===== src/rtl/bf16_pkg.sv =====
// Shared bfloat16 field layout, accumulator FSM states and small helpers.
// Used by bf16_accum and addsub.
package bf16_pkg;

  localparam int unsigned BF16_W   = 16;
  localparam int unsigned SIGN_BIT = 15;
  localparam int unsigned EXP_MSB  = 14;
  localparam int unsigned EXP_LSB  = 7;
  localparam int unsigned MAN_MSB  = 6;

  typedef enum logic [1:0] {
    IDLE  = 2'd0,
    ACCUM = 2'd1,
    HOLD  = 2'd2
  } acc_state_t;

  function automatic logic [BF16_W-1:0] bf16_neg(input logic [BF16_W-1:0] x);
    return {~x[SIGN_BIT], x[EXP_MSB:0]};
  endfunction

  function automatic logic bf16_is_zero(input logic [BF16_W-1:0] x);
    return (x[EXP_MSB:EXP_LSB] == '0);
  endfunction

endpackage


===== src/rtl/addsub.sv =====
// Combinational bfloat16 add/sub: result = a + (operation ? -b : b).
// Round-to-nearest-even; subnormal inputs and results flush to signed zero.
module addsub
  import bf16_pkg::*;
(
  input  logic [BF16_W-1:0] a,
  input  logic [BF16_W-1:0] b,
  input  logic              operation,
  output logic [BF16_W-1:0] result
);

  logic        sa, sb;
  logic [7:0]  ea, eb;
  logic [7:0]  siga, sigb;
  logic [14:0] maga, magb;
  logic        a_nan, b_nan, a_inf, b_inf;

  assign sa    = a[SIGN_BIT];
  assign sb    = b[SIGN_BIT] ^ operation;
  assign ea    = a[EXP_MSB:EXP_LSB];
  assign eb    = b[EXP_MSB:EXP_LSB];
  assign siga  = (ea == 8'd0) ? 8'd0 : {1'b1, a[MAN_MSB:0]};
  assign sigb  = (eb == 8'd0) ? 8'd0 : {1'b1, b[MAN_MSB:0]};
  assign maga  = (ea == 8'd0) ? 15'd0 : a[EXP_MSB:0];
  assign magb  = (eb == 8'd0) ? 15'd0 : b[EXP_MSB:0];
  assign a_nan = (ea == 8'hff) && (a[MAN_MSB:0] != 7'd0);
  assign b_nan = (eb == 8'hff) && (b[MAN_MSB:0] != 7'd0);
  assign a_inf = (ea == 8'hff) && (a[MAN_MSB:0] == 7'd0);
  assign b_inf = (eb == 8'hff) && (b[MAN_MSB:0] == 7'd0);

  logic        swap, sl, ss, found, rnd;
  logic [7:0]  el, es, sigl, sigs, d;
  logic [17:0] tmp;
  logic [10:0] al, big, n;
  logic [11:0] s;
  logic [3:0]  lz;
  logic [9:0]  e;
  logic [8:0]  mr;

  always_comb begin
    swap = (magb > maga);
    sl   = swap ? sb : sa;
    ss   = swap ? sa : sb;
    el   = swap ? eb : ea;
    es   = swap ? ea : eb;
    sigl = swap ? sigb : siga;
    sigs = swap ? siga : sigb;
    d    = el - es;

    // Align the smaller operand, keeping guard, round and a sticky bit.
    tmp = {sigs, 10'd0} >> d;
    if (d >= 8'd10) begin
      al = {10'd0, |sigs};
    end else begin
      al = {tmp[17:8], |tmp[7:0]};
    end
    big = {sigl, 3'b000};
    s   = (sl == ss) ? ({1'b0, big} + {1'b0, al}) : ({1'b0, big} - {1'b0, al});

    lz    = 4'd0;
    found = 1'b0;
    for (int i = 10; i >= 0; i--) begin
      if (!found) begin
        if (s[i]) found = 1'b1;
        else      lz = lz + 4'd1;
      end
    end

    if (s[11]) begin
      n = {s[11:2], s[1] | s[0]};
      e = {2'b00, el} + 10'd1;
    end else begin
      n = s[10:0] << lz;
      e = {2'b00, el} - {6'd0, lz};
    end

    rnd = n[2] & (n[1] | n[0] | n[3]);
    mr  = {1'b0, n[10:3]} + {8'd0, rnd};
    if (mr[8]) e = e + 10'd1;

    if (a_nan || b_nan || (a_inf && b_inf && (sa != sb))) begin
      result = 16'h7fc0;
    end else if (a_inf) begin
      result = {sa, 8'hff, 7'd0};
    end else if (b_inf) begin
      result = {sb, 8'hff, 7'd0};
    end else if (s == 12'd0) begin
      result = {sl & ss, 15'd0};
    end else if (!s[11] && ({4'd0, lz} >= el)) begin
      result = {sl, 15'd0};
    end else if (e >= 10'd255) begin
      result = {sl, 8'hff, 7'd0};
    end else begin
      result = {sl, e[7:0], mr[6:0]};
    end
  end

endmodule


===== src/rtl/bf16_accum.sv =====
// Streaming bf16 packet accumulator in front of addsub, valid/ready on both sides.
// Optional BF16_ACC_ZERO_BYPASS_EN: operands with exponent 0 are treated as signed zero.
module bf16_accum
  import bf16_pkg::*;
#(
  parameter int unsigned CNT_W = 8
) (
  input  logic              clk,
  input  logic              rst,
  input  logic              in_valid,
  output logic              in_ready,
  input  logic [BF16_W-1:0] in_data,
  input  logic              in_sub,
  input  logic              in_last,
  output logic              out_valid,
  input  logic              out_ready,
  output logic [BF16_W-1:0] out_data,
  output logic [CNT_W-1:0]  out_count
);

  acc_state_t        state_q, state_d;
  logic [BF16_W-1:0] acc_q, acc_d;
  logic [CNT_W-1:0]  cnt_q, cnt_d;
  logic [BF16_W-1:0] operand, sum;
  logic              accept;

  assign in_ready  = (state_q != HOLD);
  assign out_valid = (state_q == HOLD);
  assign out_data  = acc_q;
  assign out_count = cnt_q;
  assign accept    = in_valid && in_ready;
  assign operand   = in_sub ? bf16_neg(in_data) : in_data;

  addsub u_addsub (
    .a        (acc_q),
    .b        (in_data),
    .operation(in_sub),
    .result   (sum)
  );

  always_comb begin
    state_d = state_q;
    acc_d   = acc_q;
    cnt_d   = cnt_q;
    unique case (state_q)
      IDLE: begin
        if (accept) begin
          acc_d   = operand;
          cnt_d   = CNT_W'(1);
          state_d = in_last ? HOLD : ACCUM;
        end
      end
      ACCUM: begin
        if (accept) begin
`ifdef BF16_ACC_ZERO_BYPASS_EN
          if (bf16_is_zero(in_data)) begin
            acc_d = acc_q;
          end else if (bf16_is_zero(acc_q)) begin
            acc_d = operand;
          end else begin
            acc_d = sum;
          end
`else
          acc_d = sum;
`endif
          cnt_d = (cnt_q == {CNT_W{1'b1}}) ? cnt_q : cnt_q + CNT_W'(1);
          if (in_last) state_d = HOLD;
        end
      end
      HOLD: begin
        if (out_ready) state_d = IDLE;
      end
      default: state_d = IDLE;
    endcase
  end

  always_ff @(posedge clk) begin
    if (rst) begin
      state_q <= IDLE;
      acc_q   <= '0;
      cnt_q   <= '0;
    end else begin
      state_q <= state_d;
      acc_q   <= acc_d;
      cnt_q   <= cnt_d;
    end
  end

endmodule


===== config.mk =====
export PLATFORM = sky130hd
export DESIGN_NAME = bf16_accum
export DESIGN_NICKNAME = d
export VERILOG_FILES = /design/src/rtl/bf16_pkg.sv /design/src/rtl/addsub.sv /design/src/rtl/bf16_accum.sv
export SDC_FILE = /design/constraint.sdc
export NUM_CORES = 1
export LEC_CHECK = 0
export CORE_MARGIN = 5
export CORE_UTILIZATION = 40
export CTS_BUF_LIST = sky130_fd_sc_hd__clkbuf_8
export DETAILED_ROUTE_END_ITERATION = 10
export PLACE_DENSITY_LB_ADDON = 0.05
export SLEW_MARGIN = 20
export SYNTH_ARGS = -nofsm -noshare
export SYNTH_HDL_FRONTEND = slang
export SYNTH_SLANG_ARGS = --single-unit
export TNS_END_PERCENT = 50

===== constraint.sdc =====
create_clock -name clk -period 17.82 [get_ports clk]
set_clock_uncertainty 0.2 [all_clocks]
set_input_delay 3.564 -clock clk [delete_from_list [all_inputs] [get_ports clk]]
set_output_delay 3.564 -clock clk [all_outputs]
set_load 0.05 [all_outputs]

# [Word level (Yosys, flattened, before mapping)]
# Cells that the tools add are included.
[word_totals] regBits=26 latchBits=0 ram_bits=0 mem_bits_ro=0 input_bits=22 out_inout_bits=26 elab_cells=150 n_memories=0
[classes] add_sub_neg=18 mul=0 div_mod_pow=0 magnitude_cmp=4 eq_ne=14 n_shift=2 n_mux=75 n_bitwise=7 reduce_logical=26
[op_table] operator="16-bit 2-to-1 mux" count=7
[op_table] operator="4-bit 2-to-1 mux" count=20
[op_table] operator="8-bit 2-to-1 mux" count=9
[op_table] operator="15-bit 2-to-1 mux" count=4
[op_table] operator="4-bit by 1-bit adder with 4-bit output (second input constant)" count=9
[op_table] operator="16-bit case mux with 2 select lines" count=1
[op_table] operator="8-bit == test (second input constant)" count=3
[op_table] operator="1-bit 2-to-1 mux" count=22
[op_table] operator="11-bit 2-to-1 mux" count=2
[op_table] operator="10-bit 2-to-1 mux" count=2
[op_table] operator="18-bit by 8-bit right shift with 18-bit output" count=1
[op_table] operator="8-bit zero test" count=2
[op_table] operator="8-bit case mux with 2 select lines" count=1
[op_table] operator="8-bit OR reduction" count=2
[op_table] operator="15-bit > comparator" count=1
[op_table] operator="7-bit zero test" count=2
[op_table] operator="7-bit nonzero test" count=2
[op_table] operator="11-bit by 11-bit adder with 12-bit output" count=1
[op_table] operator="12-bit zero test" count=1
[op_table] operator="12-bit 2-to-1 mux" count=1
[op_table] operator="4-bit AND reduction" count=3
[op_table] operator="11-bit by 11-bit subtractor with 12-bit output" count=1
[op_table] operator="11-bit by 4-bit left shift with 11-bit output" count=1
[op_table] operator="10-bit by 1-bit adder with 10-bit output (second input constant)" count=1
[op_table] operator="other kinds (28)" count=47

# [Logic depth before layout (Yosys ltp)]
# Gate-level depths: netlist (run 1).
[logic_depth] ltp_word=57 mapped_depth=82 ltp_nobuf=74

# [By module]
# From an unflattened synthesis (run 1), not the netlist that was laid out.
[hier_totals] hier_cells=1024 hier_area_um2=7300.8
[by_module_without_submodules] mod="addsub" n_inst=1 cells_each=887 area_per_inst_um2=6032.0 seq_area_each_um2=0.0
[by_module_without_submodules] mod="bf16_accum" n_inst=1 cells_each=137 area_per_inst_um2=1268.7 seq_area_each_um2=520.5

# [Worst setup path before layout (run 1)]
# Ideal clock, no wire load.
[synth_timing] kind="input to register" startpoint="input in_data[12]" endpoint="register acc_q[9], in the netlist out_data[9]" setup_ns=0.117 arrival_time_ns=18.432 required_ns=17.503 setup_slack_ns=-0.929 stages=76 path_buffers=7 path_cell_list="buf_2 or4_1 or2_2 clkbuf_1 and2_1 ha_1 nand4_1 or2_1 clkbuf_1 nor2_1 a21oi_2 clkbuf_1 clkbuf_1 clkbuf_1 nor2_1 nor2_1 ha_1 nand2b_1 [40 not listed] xor2_1 o31a_1 o21ai_0 mux2i_1 xnor2_1 inv_1 ha_1 o21ai_0 nand2b_1 a21oi_1 nand2_1 o21ai_0 xor2_1 nor4_1 nor4b_4 a31oi_1 or3_1 a32o_1"
[synth_via] elab_chain_cells=57 elab_cells_between_ends=102 cone_classes="17 x add/sub; 4 x order compare; 2 x eq/ne; 2 x shift; 61 x mux; 4 x bitwise; 12 x reduce/logical"
[synth_rtl] item="start, declared" line="bf16_accum.sv:12" rtl="input logic [BF16_W-1:0] in_data,"
[synth_rtl] item="8-bit zero test" line="addsub.sv:23, addsub.sv:25"
[synth_rtl] item="15-bit 2-to-1 mux" line="addsub.sv:25" rtl="assign magb = (eb == 8'd0) ? 15'd0 : b[EXP_MSB:0];"
[synth_rtl] item="15-bit > comparator" line="addsub.sv:41" rtl="swap = (magb > maga);"
[synth_rtl] item="8-bit 2-to-1 mux, on equally long branches" line="addsub.sv:44, addsub.sv:45"
[synth_rtl] item="8-bit subtractor" line="addsub.sv:48" rtl="d = el - es;"
[synth_rtl] item="18-bit by 8-bit right shift with 18-bit output" line="addsub.sv:51" rtl="tmp = {sigs, 10'd0} >> d;"
[synth_rtl] item="8-bit OR reduction" line="addsub.sv:55" rtl="al = {tmp[17:8], |tmp[7:0]};"
[synth_rtl] item="11-bit 2-to-1 mux" line="addsub.sv:52" rtl="if (d >= 8'd10) begin"
[synth_rtl] item="[41 not listed]"
[synth_rtl] item="15-bit 2-to-1 mux" line="addsub.sv:91" rtl="end else if (e >= 10'd255) begin"
[synth_rtl] item="15-bit 2-to-1 mux" line="addsub.sv:89" rtl="end else if (!s[11] && ({4'd0, lz} >= el)) begin"
[synth_rtl] item="16-bit 2-to-1 mux" line="addsub.sv:87" rtl="end else if (s == 12'd0) begin"
[synth_rtl] item="16-bit 2-to-1 mux" line="addsub.sv:85" rtl="end else if (b_inf) begin"
[synth_rtl] item="16-bit 2-to-1 mux" line="addsub.sv:83" rtl="end else if (a_inf) begin"
[synth_rtl] item="16-bit 2-to-1 mux *" line="addsub.sv:81" rtl="if (a_nan || b_nan || (a_inf && b_inf && (sa != sb))) begin"
[synth_rtl] item="16-bit 2-to-1 mux *" line="bf16_accum.sv:54" rtl="if (accept) begin"
[synth_rtl] item="16-bit case mux with 2 select lines *" line="bf16_accum.sv:45" rtl="unique case (state_q)"
[synth_rtl] item="end signal, assigned" line="bf16_accum.sv:80" rtl="acc_q <= '0;"
[synth_rtl] item="end signal, assigned" line="bf16_accum.sv:84" rtl="acc_q <= acc_d;"
[synth_rtl] item="end, declared" line="bf16_accum.sv:22" rtl="logic [BF16_W-1:0] acc_q, acc_d;"
# Mark *: on every way between the ends. The rest lies on a longest branch, timed or not. The select of a mux whose other input is x is not followed.
# A chain may end at the register's enable or synchronous reset.

# [Worst setup path in the final report (run 1)]
[layout_timing] startpoint="input in_data[8]" endpoint="register acc_q[10], in the netlist out_data[10]"
# The elaborated chain is that of the path after synthesis.

==> flow_metrics.env, run 1 <==
export IMPL_dp_cells=1420
export IMPL_diodes=0
export IMPL_first_pass_iters=6
export IMPL_setup_ws_ns=0.6642
export IMPL_overflow=0
export IMPL_ir_worst_vdd_v=0.0001377
export IMPL_period_needed_ns=17.16
export IMPL_yosys_warnings=0
export IMPL_cts_sinks=26
export IMPL_final_hold_viol_count=0
export IMPL_min_from="out_count[1]"
export IMPL_vias=9133
export IMPL_status="finished, final reports clean"
export IMPL_ys_types=97
export IMPL_regToRegEndpoint="out_data[10]"
export IMPL_worst_pin_slew_ns=1.041
export IMPL_ant_nets=0
export IMPL_drc=0
export IMPL_fin_area_sq_mm=0.009266
export IMPL_root_buffer="clkbuf_8"
export IMPL_tritoncts="built"
export IMPL_grt_max_degree=37
export IMPL_cp_slowest_stage_delay_ns=0.54
export IMPL_startpoint_type="primary input"
export IMPL_p_leak_uw=0.003668
export IMPL_async_flop_share_pct=0
export IMPL_dieArea_sq_mm=0.02155
export IMPL_powerDensity_mw_per_mm2=146.2
export IMPL_syn_num_nets=1181
export IMPL_endpoint_kind="flip-flop"
export IMPL_clk_path_buf_depth=2
export IMPL_synth_area_top_cells="ha_1 8.4%, dfxtp_1 7.0%, nand2_1 5.6%"
export IMPL_cp_num_buf_inv=7
export IMPL_critPathTopFamily="simple AND/OR/NAND/NOR gates"
export IMPL_min_path_type="flip-flop to flip-flop"
export IMPL_synth_edf_count=0
export IMPL_hold_depth=2
export IMPL_dp_hpwl_um=23240
export IMPL_ff2ff_setup_slack_ns=3.85
export IMPL_place_congestion=0.9905
export IMPL_core_area_sq_mm=0.01858
export IMPL_placed_area_sq_mm=0.008822
export IMPL_drv_slew=0
export IMPL_cts_buffers=3
export IMPL_crit_path_frequent_cell="ha_1"
export IMPL_drv_cap=0
export IMPL_clk_pin_slew_ns=0.09
export IMPL_synth_top_area_share_pct=8.357
export IMPL_dp_worst_setup_slack_ns=-0.2803
export IMPL_drt_iter0_markers=931
export IMPL_grt_pass1_wl_um=46370
export IMPL_clkLatencyLatePin_ns=0.27
export IMPL_layout_nets=1280
export IMPL_final_cells=1439
export IMPL_syn_to_final_growth_pct=23.78
export IMPL_drive_gt1_share_pct=19.17
export IMPL_rr_startpoint="out_data[10]"
export IMPL_setup_viol=0
export IMPL_yosys_area_top_type="ha_1"
export IMPL_synth_area_per_cell_sq_um=6.762
export IMPL_worstPathMaxFanout=7
export IMPL_io_buffers=47
export IMPL_initial_core_util_pct=40.29
export IMPL_slew_limit_headroom_pct=30.57
export IMPL_post_drt_wl_per_cell_um=20.75
export IMPL_netlist_instances=1107
export IMPL_ys_ff_latch=26
export IMPL_timing_fmax_mhz=58.29
export IMPL_worstRegToRegCells=73
export IMPL_cts_hold_buf=0
export IMPL_viasPerCell=6.347
export IMPL_track_usage_pct=26.10
export IMPL_h_tree_depth=1
export IMPL_cp_data_arrival_time_ns=17.11
export IMPL_required_ns=17.77
export IMPL_synth_area_sq_mm=0.007486
export IMPL_die_h_um=146.8
export IMPL_ys_seq_area_share_pct=6.953
export IMPL_io_pins=48
export IMPL_antenna_found_initial=0
export IMPL_die_width_um=146.8
export IMPL_synth_main_ff_cell="dfxtp_1"
export IMPL_n_fill_cell=1904
export IMPL_grt_pass1_vias=8252
export IMPL_row_count=50
export IMPL_routed_wl_um=29850
export IMPL_holdPathEnd="out_count[1]"
export IMPL_cp_slowest_cell="or4_4"
export IMPL_criticalPathCategory="primary input to flip-flop"
export IMPL_finalCritPeriodShare_pct=96.27
## synthesized netlist by cell type (6+ instances only)
| cell type | count |
|---|---|
| o21ai_1 | 13 |
| a32oi_1 | 10 |
| a21oi_1 | 75 |
| mux2_2 | 9 |
| a22oi_1 | 6 |
| nand2b_1 | 20 |
| clkbuf_1 | 47 |
| nor3_1 | 38 |
| inv_1 | 54 |
| a2111oi_0 | 10 |
| a31oi_1 | 12 |
| nor3b_1 | 8 |
| and4_1 | 6 |
| a211o_1 | 6 |
| nor2b_1 | 15 |
| nor2_1 | 94 |
| o2111ai_1 | 6 |
| or4_1 | 8 |
| and2_1 | 18 |
| or3_1 | 15 |
| nand3_1 | 48 |
| o31ai_1 | 11 |
| o21a_1 | 6 |
| o21ai_0 | 58 |
| dfxtp_1 | 26 |
| a211oi_1 | 13 |
| xor2_1 | 22 |
| nand2_1 | 111 |
| ha_1 | 50 |
| buf_2 | 15 |
| and3_1 | 25 |
| o22ai_1 | 7 |
| nand4_1 | 17 |
| mux2i_1 | 38 |
| xnor2_1 | 22 |
| o211ai_1 | 21 |
| nor4_1 | 23 |
## state kept, by name, summed over array words and instances, names as in the netlist
| register | cells |
|---|---|
| out_count | 8 |
| state_q | 2 |
| out_data | 16 |
## worst reg2reg max path, delay by kind of cell (launching register included)
family	cells	cell delay [ns]
buf+inv	6	0.65
flops	1	0.44
compound gates	25	4.38
mux	3	0.73
fa+ha+maj	9	1.99
xor+xnor	3	0.37
simple gates	27	5.10
## layout make-up
class	count	area, sq um	area share (%)
sequential	26	520.5	5.617
multi-input combinational	962	6864	74.08
clock inverter	1	30.03	0.3241
tap	234	292.8	3.160
clock buffer	3	41.29	0.4456
inverter	54	202.7	2.187
timing repair buffer	159	1315	14.19
## report_power, final
part | switching [uW] | internal (uW) | total, uW
clock network | 18.3 | 30.0 | 48.3
registers | 19.4 | 64.1 | 83.5
logic | 713 | 510 | 1220
total | 750 | 605 | 1350
## through the flow
stage	total power [uW]	hold slack [ns]	setup TNS [ns]	utilization, %
2_1_floorplan	853.7	0.2910	0	-
3_3_place_gp	1236	0.3023	0	47.48
3_5_place_dp	1229	0.3103	-2.764	47.48
4_1_cts	1287	0.3262	0	47.95
5_1_grt	1463	0.3725	-0.4480	49.87
6_report	1355	0.3202	0	49.87
## timing repair
| item | in CTS | in global routing |
|---|---|---|
| endpoints found under the setup margin | 4 | 15 |
| setup buffers | 0 | 15 |
| resized for setup | 4 | 60 |
| pin swaps | 0 | 36 |
## worst max-delay path by stage
stage                startpoint      endpoint  slack (ns)  cells after the start
floorplan           in_data[12]   out_data[9]        0.05                     76
global placement    in_data[10]  out_data[10]        0.12                     71
detailed placement  in_data[10]  out_data[11]       -0.28                     73
CTS                 in_data[10]  out_data[12]        0.02                     73
global route         in_data[8]  out_data[10]       -0.16                     74
finish               in_data[8]  out_data[10]        0.66                     74
## logic make-up after synthesis
group | synth area share, %
buf+inv | 6.368
xor+xnor | 5.582
mux | 6.635
flops | 6.953
simple gates | 33.03
compound gates | 32.54
fa+ha+maj | 8.892
## layer usage
metal	GRT usage (%)	up-vias	share of wire [%]
met5	0	-	0
li1	-	4368	-
met3	2.930	72	7.5
met1	36.47	4283	44
met2	41.48	410	45
met4	9.313	0	4.3
## cell usage in the layout, fill, tap and decap left out, types with 21 or more instances in the layout
master,count
and3_1,21
dfxtp_1,26
clkdlybuf4s50_1,47
o211ai_1,21
xor2_1,21
ha_1,46
buf_4,111
nand2_1,106
a21oi_1,67
mux2i_1,36
nor3_1,37
inv_1,52
xnor2_1,21
nand3_1,46
nor2_1,91
o21ai_0,50
Power figures use the tool's default switching activity.
==> run 2: changes to the inputs <==
- SKIP_LAST_GASP: not set -> 1
==> results of run 2 <==
Final layout, timing and power as in run 1 (identical DEF).
==> run 3: changes to the inputs <==
- CTS_CLUSTER_SIZE: not set -> 30
==> results of run 3 <==
Final layout, timing and power as in run 1 (identical DEF).
==> RTL edit 1 (config.mk and constraints of run 2) <==
Set the parameter `CNT_W` to 10 (it was 8).
--- a/src/rtl/bf16_accum.sv
+++ b/src/rtl/bf16_accum.sv
@@ -3,7 +3,7 @@
 module bf16_accum
   import bf16_pkg::*;
 #(
-  parameter int unsigned CNT_W = 8
+  parameter int unsigned CNT_W = 10
 ) (
   input  logic              clk,
   input  logic              rst,
Interface: changed (resized out_count); port bits go from 48 to 50. No check against the original RTL was run, so the function may have changed too.
==> RTL edit 1 against run 2 <==
Combinational power down 34%. Sequential cell count increased by 2. Power decreased by 31%. Design area decreased by 8.8%. Setup slack gained 0.047 ns. Non-clock buffer count fell by 26. Global-route usage down 2.1 points. Synthesized area shrank 8.0%. Wire length down 17%. Utilization fell by 0.52 points. Critical path depth shrank 3. Sequential power shrank 2%. Critical endpoint is now out_data[4]$_SDFFE_PP0P_. Largest cell class unchanged.
==> RTL edit 1: results (changes against run 2) <==
- Status: completed (unchanged)
- Most used DFF post-synth: dfxtp_1 (unchanged)
- Worst-Skew Late Latency: 0.28 ns
- Static Leak: 3.34 nW (was 3.67 nW)
- Layout cells sized above 1: 0.180 (was 0.192)
- Inserted Diodes: 0 (unchanged)
- Setup slack at placement: 0.0493 ns (was -0.280 ns)
- Worst hold-check path type: register to register (unchanged)
- Clock root buffer: clkbuf_8 (unchanged)
- Sequential area share after synthesis: 0.0814 (was 0.0695)
- Vias in the first global route: 7,300 (was 8,252)
- Detailed-route via count: 7,737 (was 9,133)
- H-Tree Level Count: 1 (unchanged)
- Count of cell types in the netlist: 101 (was 97)
- Slowest cell on crit path: or4b_4 (was or4_4)
- IO Port Bufs: 49 (was 47)
- Filler instances: 1,790 (was 1,904)
- Post-DP HPWL: 19,900 um (was 23,200 um)
- WL per Instance: 19.3 um (was 20.7 um)
- DP Cell Count: 1,274 (was 1,420)
- First-pass GRT wire length: 39,500 um (was 46,400 um)
- Post-Syn Area per Cell: 7.05 sq um (was 6.76 sq um)
- Synth Net Count: 1,051 (was 1,181)
- Pin count of the biggest net entering global routing: 31 (was 37)
- Register area: 561 sq um (was 520 sq um)
- DRT Wirelength: 24,900 um (was 29,900 um)
- Largest cells by area after synthesis: ha_1 9.1%, dfxtp_1 8.1%, mux2i_1 6.1%, a21oi_1 5.3%, nand2_1 5.3% (was ha_1 8.4%, dfxtp_1 7.0%, nand2_1 5.6%, mux2i_1 5.1%, a21oi_1 5.0%)
- DRT iter0 DRCs: 605 (was 931)
- Peak VDD IR: 50.2 uV (was 138 uV)
- Share of flip-flops with an asynchronous set or reset: 0 (unchanged)
- GP Congestion: 0.888 (was 0.991)
- Least-Margin Pin Slew: 0.852 ns (was 1.04 ns)
- Largest fanout on the critical path: 8 (was 7)
- Initial antenna violation count: 0 (unchanged)
- DP Area: 0.00802 sq mm (was 0.00882 sq mm)
- Yosys top cell by area: ha_1 (unchanged)
- Arrival time of the worst setup path: 17.10 ns (was 17.11 ns)
- Slowest stage delay, CP: 0.57 ns (was 0.54 ns)
- Synth cell count leaders: 97 x nand2_1, 93 x nor2_1, 73 x a21oi_1 (was 111 x nand2_1, 94 x nor2_1, 75 x a21oi_1)
- Pre-antenna DRT Iters: 5 (was 6)
- Sw Pwr: 505 uW (was 750 uW)
- GRT Overall Usage: 0.240 (was 0.261)
[RTL edit 1: cells by family after synthesis]
group,Yosys count,share of synthesized area
AND/OR/NAND/NOR,388,0.293
AO/OA/AOI/OAI,311,0.327
buffers and inverters,95,0.0549
multiplexers,53,0.0796
adder cells (fa/ha/maj),52,0.0967
XOR/XNOR,50,0.0678
flip-flops,28,0.0814
[RTL edit 1: power groups by stage]
| stage | combinational (mW) | clock (mW) | sequential, mW |
|---|---|---|---|
| after floorplan | 0.525 | 0 | 0.0917 |
| after global placement | 0.761 | 0 | 0.0827 |
| after detailed placement | 0.756 | 0 | 0.0826 |
| after CTS | 0.760 | 0.0526 | 0.0811 |
| after global routing | 0.882 | 0.0544 | 0.0827 |
| final | 0.806 | 0.0509 | 0.0818 |
[RTL edit 1: path summary, 6_finish.rpt]
check	from	end	slack, ns	depth (start not counted)
setup / recovery	in_data[12]	out_data[4]$_SDFFE_PP0P_	0.71	71
hold / removal	out_count[1]$_SDFFE_PP0P_	out_count[1]$_SDFFE_PP0P_	0.31	2
setup reg to reg	out_data[7]$_SDFFE_PP0P_	out_data[4]$_SDFFE_PP0P_	3.69	70
hold reg to reg	out_count[1]$_SDFFE_PP0P_	out_count[1]$_SDFFE_PP0P_	0.31	2
[RTL edit 1: layout make-up]
cell class                 count  share of cell area
tap                          225              0.0333
multi-input combinational    854               0.739
timing repair buffer         133               0.134
clock buffer                   3             0.00489
inverter                      42              0.0187
sequential                    28              0.0664
clock inverter                 1             0.00356
[RTL edit 1: worst max-delay path, delay by kind of cell]
kind | cells | cell delay (ns)
buffers and inverters | 7 | 1.16
AND/OR/NAND/NOR | 28 | 5.62
adder cells (fa/ha/maj) | 9 | 2.31
XOR/XNOR | 3 | 0.50
multiplexers | 4 | 0.81
AO/OA/AOI/OAI | 20 | 3.11
[RTL edit 1: layer usage]
metal	up-vias	part of all wire	global-route usage	routed length (um)
li1	3819	-	-	-
met4	0	0.020	0.0505	486
met1	3659	0.48	0.351	12000
met5	-	0	0	0
met2	226	0.45	0.385	11200
met3	33	0.049	0.0197	1210
[RTL edit 1: metrics by stage]
step                      hold WS (ns)  power [mW]
final                            0.309       0.939
after global routing             0.350        1.02
after CTS                        0.318       0.894
after detailed placement         0.301       0.839
after global placement           0.294       0.844
after floorplan                  0.272       0.617
[RTL edit 1: timing repair]
item	4_1_cts	5_1_grt
endpoints found under the setup margin	0	15
setup buffers	0	8
gates resized for setup	0	61
==> RTL edit 2 (flow settings as in run 2) <==
Made on the original files. Make the reset (`rst`) asynchronous in one clocked block.
--- a/src/rtl/bf16_accum.sv
+++ b/src/rtl/bf16_accum.sv
@@ -74,7 +74,7 @@
     endcase
   end
 
-  always_ff @(posedge clk) begin
+  always_ff @(posedge clk or posedge rst) begin
     if (rst) begin
       state_q <= IDLE;
       acc_q   <= '0;
Function: changed (a bounded check fails within 4 cycles, from zero or initial values and one cycle with rst high; the reset may be asserted at any time).
==> RTL edit 2 against run 2 <==
Wire length down 18%. First-iteration DRC count decreased by 19%. Sequential cell count is the same. Fmax rose by 0.18%. Non-clock buffer count shrank 72. Synthesized area shrank 5.7%. Design area down 12%. Critical endpoint is now out_data[6]$_DFFE_PP0P_. Register-to-register slack got worse by 0.12 ns. Setup slack gained 0.030 ns. Critical path depth decreased by 3. Count of clock-buffer cells in the layout unchanged.
Power is left out: the tool's default activity adds up to more than one toggle a clock period on the data nets, which glitch-free logic cannot reach.
==> RTL edit 2: results (changes against run 2) <==
- DRT iter0 DRCs: 754 (was 931)
- First-pass GRT wire length: 38,700 um (was 46,400 um)
- Pin count of the biggest net entering global routing: 34 (was 37)
- Initial antenna violation count: 0 (unchanged)
- Largest fanout on the critical path: 9 (was 7)
- Slew Limit Headroom: 0.380 (was 0.306)
- Slowest cell on crit path: or3b_2 (was or4_4)
- DR top layer: met4 (unchanged)
- Largest cells by area after synthesis: dfrtp_1 9.2%, ha_1 8.9%, nand2_1 6.7%, a21oi_1 6.6%, nor2_1 4.3% (was ha_1 8.4%, dfxtp_1 7.0%, nand2_1 5.6%, mux2i_1 5.1%, a21oi_1 5.0%)
- GR Util met3: 0.0134 (was 0.0293)
- Met1 WL: 11,800 um (was 13,000 um)
- YS warnings: 0 (unchanged)
- Sequential area share after synthesis: 0.0921 (was 0.0695)
- Layout cells sized above 1: 0.139 (was 0.192)
- Worst hold-check path type: register to register (unchanged)
- GP Congestion: 0.924 (was 0.991)
- Synth Net Count: 1,091 (was 1,181)
- Status: completed (unchanged)
- Pre-antenna DRT Iters: 7 (was 6)
- WL met3: 1230 um (was 2230 um)
- Slowest stage delay, CP: 0.51 ns (was 0.54 ns)
- Max FFs per register: 16 (unchanged)
- Share of flip-flops with an asynchronous set or reset: 1.00 (was 0)
- Clock root buffer: clkbuf_8 (unchanged)
- DP Area: 0.00782 sq mm (was 0.00882 sq mm)
- Count of cell types in the netlist: 102 (was 97)
- IO Port Bufs: 47 (unchanged)
- Post-DP HPWL: 19,600 um (was 23,200 um)
- M2 GR Usage: 0.362 (was 0.415)
- CTS Buffer Depth: 2 (unchanged)
- Vias in the first global route: 7,120 (was 8,252)
- Most used DFF post-synth: dfrtp_1 (was dfxtp_1)
- Synth cell count leaders: 126 x nand2_1, 93 x a21oi_1, 80 x nor2_1 (was 111 x nand2_1, 94 x nor2_1, 75 x a21oi_1)
- Met1 Resource Use GR: 0.347 (was 0.365)
- Met2 WL: 10,900 um (was 13,300 um)
- DRT Wirelength: 24,400 um (was 29,900 um)
- Inserted Diodes: 0 (unchanged)
- Detailed-route via count: 7,848 (was 9,133)
- H-Tree Level Count: 1 (unchanged)
- Filler instances: 1,799 (was 1,904)
- GRT Overall Usage: 0.231 (was 0.261)
- Kind of cell adding the most delay to the critical path: compound AO/OA/AOI/OAI gates (was simple AND/OR/NAND/NOR gates)
- Total CTS buffers: 3 (unchanged)
- Arrival time of the worst setup path: 17.08 ns (was 17.11 ns)
- Clk slew on worst S/H paths: 0.09 ns (about the same)
- Worst-Skew Late Latency: 0.28 ns
-- RTL edit 2: final cells by class --
cell class,instances,area [sq um],area share
multi-input combinational,884,6170,0.757
sequential,26,651,0.0798
clock inverter,1,30.0,0.00368
inverter,53,199,0.0244
tap,225,282,0.0345
timing repair buffer,87,783,0.0960
clock buffer,3,41.3,0.00506
-- RTL edit 2: metrics by stage --
stage | setup WS (ns) | std cells | hold slack (ns)
global placement | -0.0601 | 1268 | 0.345
floorplan | 1.33 | 1017 | 0.252
finish | 0.694 | 1279 | 0.352
CTS | 0.0114 | 1272 | 0.361
global route | -0.0534 | 1279 | 0.369
detailed placement | -0.245 | 1268 | 0.346
-- RTL edit 2: cell families after synthesis --
family	after synthesis	share of synthesized area
DFF	26	0.0921
adders and majority gates	52	0.0943
and+or+nand+nor	420	0.310
buffers and inverters	107	0.0654
xor gates and xnor gates	44	0.0567
AOI/OAI and AO/OA	326	0.318
muxes	42	0.0629
-- RTL edit 2: repair_timing --
action / CTS / global route
endpoints found under the setup margin: 0 / 15
endpoints found under the hold margin: 0 / 0
setup buffers: 0 / 7
resized for setup: 0 / 47
-- RTL edit 2: final timing paths --
kind	from	end	slack (ns)	cells after the start
worst max-delay path	in_data[12]	out_data[6]$_DFFE_PP0P_	0.69	71
worst min-delay path	state_q[1]$_DFFE_PP0P_	state_q[0]$_DFFE_PP0P_	0.35	1
worst max register to register	out_data[8]$_DFFE_PP0P_	out_data[6]$_DFFE_PP0P_	3.73	68
worst min register to register	state_q[1]$_DFFE_PP0P_	state_q[0]$_DFFE_PP0P_	0.35	1
max in group asynchronous	rst	out_data[2]$_DFFE_PP0P_	13.60	2
min in group asynchronous	rst	state_q[1]$_DFFE_PP0P_	3.45	2
